[src/rtl/overture_sequencer.sv]
// overture_sequencer
//   Multi-cycle instruction sequencer for the OVERTURE datapath. It fetches one
//   instruction byte per instruction from program memory over a req/ack
//   handshake. It classifies the byte by opcode bits [7:6] (immediate,
//   calculation, copy, condition). It then drives the register-file, ALU, I/O and
//   PC-load controls for exactly one retiring cycle.
//
// Ports
//   clk, rst             : clock, synchronous active-high reset
//   imem_req/addr        : fetch request and address (= pc)
//   imem_ack/data        : fetch data valid and instruction byte
//   rd_a_sel, rd_b_sel   : register read selects
//   wr_sel/wr_en/wr_src  : register write select, strobe, data source
//   imm                  : zero-extended 6-bit immediate
//   alu_op               : ALU function
//   cond_code/cond_true  : comparator select and result
//   pc_target            : jump target (r0 value)
//   in_valid/in_pop      : input port handshake
//   out_ready/out_push   : output port handshake
//   retire               : one-cycle pulse per completed instruction
module overture_sequencer #(
  parameter int                  PC_WIDTH = 8,
  parameter logic [PC_WIDTH-1:0] RESET_PC = '0
) (
  input  logic                clk,
  input  logic                rst,
  output logic                imem_req,
  output logic [PC_WIDTH-1:0] imem_addr,
  input  logic                imem_ack,
  input  logic [7:0]          imem_data,
  output logic [2:0]          rd_a_sel,
  output logic [2:0]          rd_b_sel,
  output logic [2:0]          wr_sel,
  output logic                wr_en,
  output logic [1:0]          wr_src,
  output logic [7:0]          imm,
  output logic [2:0]          alu_op,
  output logic [2:0]          cond_code,
  input  logic                cond_true,
  input  logic [PC_WIDTH-1:0] pc_target,
  input  logic                in_valid,
  output logic                in_pop,
  input  logic                out_ready,
  output logic                out_push,
  output logic                retire
);

  typedef enum logic [1:0] {
    FETCH   = 2'd0,
    EXEC    = 2'd1,
    IO_WAIT = 2'd2
  } state_t;

  localparam logic [1:0] CLS_IMM  = 2'b00;
  localparam logic [1:0] CLS_CALC = 2'b01;
  localparam logic [1:0] CLS_COPY = 2'b10;
  localparam logic [1:0] CLS_COND = 2'b11;

  localparam logic [2:0] PORT_IO = 3'd6;

  state_t              state;
  state_t              next_state;
  logic [PC_WIDTH-1:0] pc;
  logic [7:0]          ir;

  logic [1:0] cls;
  logic [2:0] src;
  logic [2:0] dst;
  logic       io_ok;
  logic       active;
  logic       done;
  logic       pc_load;

  assign cls = ir[7:6];
  assign src = ir[5:3];
  assign dst = ir[2:0];

  // A copy may only complete when every I/O port it touches is ready in the
  // same cycle; register-only copies are always ready.
  assign io_ok  = ((src != PORT_IO) || in_valid) && ((dst != PORT_IO) || out_ready);
  // Strobes are suppressed while rst is high so an abandoned instruction
  // never leaks a write, pop or push.
  assign active = ((state == EXEC) || (state == IO_WAIT)) && !rst;
  assign done   = active && ((cls != CLS_COPY) || io_ok);

  // State register
  always_ff @(posedge clk) begin
    if (rst) begin
      state <= FETCH;
      pc    <= RESET_PC;
      ir    <= 8'h00;
    end else begin
      state <= next_state;
      if ((state == FETCH) && imem_ack) begin
        ir <= imem_data;
        pc <= pc + PC_WIDTH'(1);
      end
      // The increment already happened during fetch; a taken condition
      // replaces it with the jump target.
      if (pc_load) begin
        pc <= pc_target;
      end
    end
  end

  // Next-state logic
  always_comb begin
    next_state = state;
    unique case (state)
      FETCH: begin
        if (imem_ack) begin
          next_state = EXEC;
        end
      end
      EXEC, IO_WAIT: begin
        if ((cls == CLS_COPY) && !io_ok) begin
          next_state = IO_WAIT;
        end else begin
          next_state = FETCH;
        end
      end
      default: next_state = FETCH;
    endcase
  end

  // Output logic
  always_comb begin
    imem_req  = (state == FETCH) && !rst;
    imem_addr = pc;
    imm       = {2'b00, ir[5:0]};
    alu_op    = ir[2:0];
    cond_code = ir[2:0];
    rd_a_sel  = 3'd0;
    rd_b_sel  = 3'd0;
    wr_sel    = 3'd0;
    wr_src    = 2'd0;
    wr_en     = 1'b0;
    in_pop    = 1'b0;
    out_push  = 1'b0;
    pc_load   = 1'b0;
    retire    = done;

    unique case (cls)
      CLS_IMM: begin
        wr_sel = 3'd0;
        wr_src = 2'd0;
        wr_en  = done;
      end
      CLS_CALC: begin
        rd_a_sel = 3'd1;
        rd_b_sel = 3'd2;
        wr_sel   = 3'd3;
        wr_src   = 2'd1;
        wr_en    = done;
      end
      CLS_COPY: begin
        rd_a_sel = src;
        wr_sel   = dst;
        wr_src   = (src == PORT_IO) ? 2'd3 : 2'd2;
        // dst 6 goes to the output port and dst 7 discards the data, so only
        // r0..r5 receive a register write.
        wr_en    = done && (dst < PORT_IO);
        in_pop   = done && (src == PORT_IO);
        out_push = done && (dst == PORT_IO);
      end
      CLS_COND: begin
        pc_load = done && cond_true;
      end
      default: ;
    endcase
  end

endmodule

[config.mk]
export PLATFORM = sky130hd
export DESIGN_NAME = overture_sequencer
export DESIGN_NICKNAME = d
export VERILOG_FILES = /design/src/rtl/overture_sequencer.sv
export SDC_FILE = /design/constraint.sdc
export NUM_CORES = 1
export LEC_CHECK = 0
export ABC_AREA = 1
export CORE_MARGIN = 1
export CORE_UTILIZATION = 43
export DETAILED_ROUTE_END_ITERATION = 16
export PLACE_DENSITY = 0.83
export SLEW_MARGIN = 15
export SYNTH_ARGS = -nofsm -noshare
export SYNTH_HDL_FRONTEND = slang
export SYNTH_SLANG_ARGS = --single-unit
[constraint.sdc]
create_clock -name clk -period 2 [get_ports clk]
set_clock_uncertainty 0.2 [all_clocks]
set_input_delay 0.2 -clock clk [delete_from_list [all_inputs] [get_ports clk]]
set_output_delay 0.2 -clock clk [all_outputs]
set_load 0.005 [all_outputs]
# After elaboration in Yosys (flattened, before gate mapping)
# Index checks and enable logic that the tools add are counted.
# word_totals
output_inout_bits	38
elab_cells	51
inputBits	22
ff_bits	18
# op_classes
muxes	14
addsub	1
n_lt_le_gt_ge	1
reduce_logical	21
eq_ne	11
# op_table
operator	count
two-way mux 8 bit	2
one-hot mux 3 bit (2 select lines)	2
logical AND 1 bit	10
adder 8 x 1 -> 8 bit, second input constant	1
one-hot mux 2 bit (2 select lines)	2
equality test 2 bit, second input constant	3
equality test 3 bit, second input constant	2
two-way mux 2 bit	3
!= test 3 bit, second input constant	2
equality test 2 x 1 -> 1 bit, second input constant	2
zero test 2 bit	2
logical OR 1 bit	4
two-way mux 1 bit	4
!= test 2 bit, second input constant	2
OR reduction 2 bit	2
less-than comparator 3 bit, second input constant	1
zero test 1 bit	2
one-hot mux 1 bit (2 select lines)	1
nonzero test 2 bit	1

# Depth between registers and ports, before layout
# logic_depth
ltp_word	8
depth_mapped	12
depth_no_buf	11

# Worst setup path before layout
# OpenSTA, ideal clock, no wires.
# synth_path
path_type	flip-flop to output port
from	reg ir[6]
to	out wr_en
path_buffers	1
path_stages_with_launch	11
t_arrival_ns	1.363
required_ns	1.600
slack_ns	0.237
cell_sequence	dfxtp_1 -> inv_1 -> ha_1 -> buf_6 -> inv_4 -> nor2_8 -> nand3_4 -> nand3_2 -> inv_2 -> o21ai_1 -> a21oi_1
# synth_via
elab_chain_cells	5
word_cells_on_any_way	9
# synth_rtl
item	line	source
from (decl)	64	logic [7:0] ir;
from (signal assigned)	95	ir <= imem_data;
!= test 2 bit (*)	84	assign done = active && ((cls != CLS_COPY) || io_ok);
logical OR 1 bit (*)	84	
logical AND 1 bit (*)	84	
named net retire	45	output logic retire
logical AND 1 bit	162	wr_en = done && (dst < PORT_IO);
one-hot mux 1 bit (2 select lines) (*)	143	unique case (cls)
to (decl)	34	output logic wr_en,
# Mark *: on every way through the listed nets, which the timed path passes. The rest lies on a longest branch.

# Worst setup path in the final report
# layout_path
from	reg ir[7]
to	out wr_en
# layout_via
elab_chain_cells	5
word_cells_on_any_way	9
# layout_rtl
item	line
!= test 2 bit	84
logical OR 1 bit	84
logical AND 1 bit	84
logical AND 1 bit	162
one-hot mux 1 bit (2 select lines) (*)	143
# Mark *: on every way between the ends. The rest lies on a longest branch, timed or not.

==> results.py <==
metrics = {
    "grt": {
        "grt_first_pass_wirelength_mm": 5.982,
        "grt_use_total_pct": 22.01,
        "grt_pass1_vias": 1361,
        "grt_overflow": 0,
        "antenna_found_initial": 0,
        "grt_start_max_net_pins": 17,
    },
    "sta": {
        "hold_ws_ns": 0.3146,
        "fin_crit_sh_pct": 105.0,
        "fin_setup_tns_ns": -0.2547,
        "fin_crit_ns": 2.100,
        "max_freq_mhz": 476.2,
        "layout_setup_ws_ns": -0.09975,
        "hold_viol": 0,
        "setup_viol": 4,
        "rsz0062_at_grt": "yes",
        "report.final.slew_viol_count": 0,
    },
    "detailed_routing": {
        "drc": 0,
        "initialDrtViolationCount": 59,
        "wl_mm": 4.078,
        "drtAntennaViolNets": 0,
        "viasPerCell": 4.778,
        "routedWlPerCell_um": 12.95,
        "via_count": 1505,
        "dr.pass1.iters": 4,
    },
    "finish": {
        "nNetsFinal": 301,
        "area_delta_synth_final_pct": 53.97,
        "stdcell_count": 315,
        "final_util_pct": 71.21,
        "drive_gt1_share_pct": 32.47,
        "fin_area_um2": 2210,
        "diodes": 0,
    },
    "clocking": {
        "htreeDepth": 1,
        "cts_buffers": 3,
        "clkTransAtPathRegs_ns": 0.10,
        "cts_root_buffer": "clkbuf_4",
        "cts_tree": "done",
        "worstSkewPairLatency_ns": 0.30,
        "cts_sinks": 18,
        "cts_buffer_depth": 2,
    },
    "critical_path": {
        "crit_chain": "buf_12 > ha_4 > inv_4 > nor2_8 > nand3_4 > nand3_4 > inv_4 > buf_6 > nand3_2 > a21oi_1 > buf_2",
        "arrival_ns": 1.70,
        "endpoint_kind": "output pin",
        "start_kind": "flop",
        "cp_max_fo": 4,
        "slowest_stage": "dfxtp_2",
        "required_ns": 1.60,
        "criticalPathCategory": "flop to output pin",
        "slowest_delay_ns": 0.35,
    },
    "pwr": {
        "cellPowerDensity_nw_per_um2": 477.8,
        "cellLeakagePower_nw": 1.038,
        "ir_worst_vdd_uv": 286.0,
        "total_power_mw": 1.056,
    },
    "floorplanning": {
        "dieArea_um2": 3572,
        "die_w_um": 59.77,
        "rows": 20,
        "die-height_um": 59.77,
        "initial_core_util_pct": 46.25,
        "core_um2": 3103,
        "io_pins": 60,
    },
    "synthesis": {
        "synth-seq-cells": 18,
        "ys_types": 34,
        "syn_avg_cell_area_um2": 7.140,
        "ys_seq_area_share_pct": 25.11,
        "synth_cells": 201,
        "synth_area_um2": 1435,
        "synth_warnings": 0,
    },
    "min_path": {
        "min_path_type": "input pin to flop",
    },
    "status": {
        "status": "finished with violations",
        "violations": "setup timing",
    },
    "flow_run": {
        "cap_viol_max_count": 0,
    },
    "placed_design": {
        "dp_hpwl_mm": 2.751,
        "place_inst": 298,
        "dp_slack_ns": -0.1692,
        "place.gp.congestion": 0.8477,
        "dpl-instance-area_um2": 2007,
        "port_buffers": 55,
    },
}
[report_power, final]
group / switching (mW) / internal (mW) / leakage [nW] / total [mW]
Clock: 0.115 / 0.111 / 0.0210 / 0.226
Sequential: 0.0302 / 0.387 / 0.149 / 0.417
Combinational: 0.184 / 0.229 / 0.868 / 0.413
[sequential cells by signal, indices dropped and copies added, names as in the netlist]
name,cells
imem_addr,8
ir,8
state,2
[worst paths after layout]
check | from | endpoint | slack (ns) | depth (start not counted)
max | ir[7] | wr_en | -0.1 | 11
min | imem_data[2] | ir[2] | 0.31 | 3
max reg2reg | ir[7] | imem_addr[5] | -0.01 | 12
min reg2reg | ir[4] | ir[4] | 0.32 | 2
[final cells by class]
type | instances | area (um2)
flip-flops and latches | 18 | 365.4
repair buffers | 84 | 757.0
multi-input cells | 131 | 860.8
well taps | 44 | 55.05
inverters | 34 | 135.1
fillers | 246 | 893.4
clock buffers | 4 | 36.28
[synthesized netlist by cell type, drive strengths merged]
cell type	n	area share [%]
o21a	1	0.52
or2	1	0.44
clkinv	3	0.78
ha	7	6.1
nor3	1	0.35
clkbuf	1	0.26
nand3	16	8.5
o21bai	1	0.52
o21ai	17	5.9
nand2	40	12
nand4	2	1.9
nor2	20	7.6
dfxtp	18	25
a21oi	18	7.6
nand3b	1	1.4
conb	1	0.26
xor2	1	0.61
buf	21	12
inv	31	8.5
[worst max-delay path: cells and delay by family (launching register included)]
| kind | cells | cell delay [ns] |
|---|---|---|
| buffers and inverters | 5 | 0.49 |
| flip-flops | 1 | 0.35 |
| AO/OA/AOI/OAI | 1 | 0.11 |
| AND/OR/NAND/NOR | 4 | 0.27 |
| adder cells (fa/ha/maj) | 1 | 0.17 |
[logic make-up after synthesis]
kind of cell | synth area share, %
xor+xnor | 0.6104
fa+ha+maj | 6.103
compound gates | 14.56
simple gates | 32.08
other cells | 0.2613
flops | 25.11
buf+inv | 21.27
[what timing repair did]
action / in CTS / in global routing
endpoints found under the setup margin: 11 / 15
endpoints found under the hold margin: 0 / 0
resized for setup: 38 / 18
hold buffers: 0 / 0
pin swaps: 6 / 5
cloned: 0 / 1
buffers inserted: 9 / 3
[layout by cell type, fill, tap and decap left out, drive strengths merged]
cell type | Yosys | final
a21oi | 18 | 18
clkbuf | 1 | 8
dfxtp | 18 | 18
o21bai | 1 | 1
o21a | 1 | 1
conb | 1 | 4
o21ai | 17 | 17
dlygate4sd2 | 0 | 3
buf | 21 | 33
nand4 | 2 | 3
nand3b | 1 | 1
nor3 | 1 | 1
nor2 | 20 | 20
ha | 7 | 7
xor2 | 1 | 1
or2 | 1 | 1
nand3 | 16 | 16
inv | 31 | 31
clkinv | 3 | 3
clkdlybuf4s50 | 0 | 43
dlymetal6s2s | 0 | 1
nand2 | 40 | 40
[routing by layer]
layer / vias to the layer above / global-route usage [%] / share of wire (%)
li1: 757 / - / -
met1: 676 / 23.39 / 41
met2: 58 / 42.70 / 50
met3: 14 / 3.680 / 5.4
met4: 0 / 7.973 / 3.3
met5: - / 0 / 0
(Power assumes the default switching activity.)
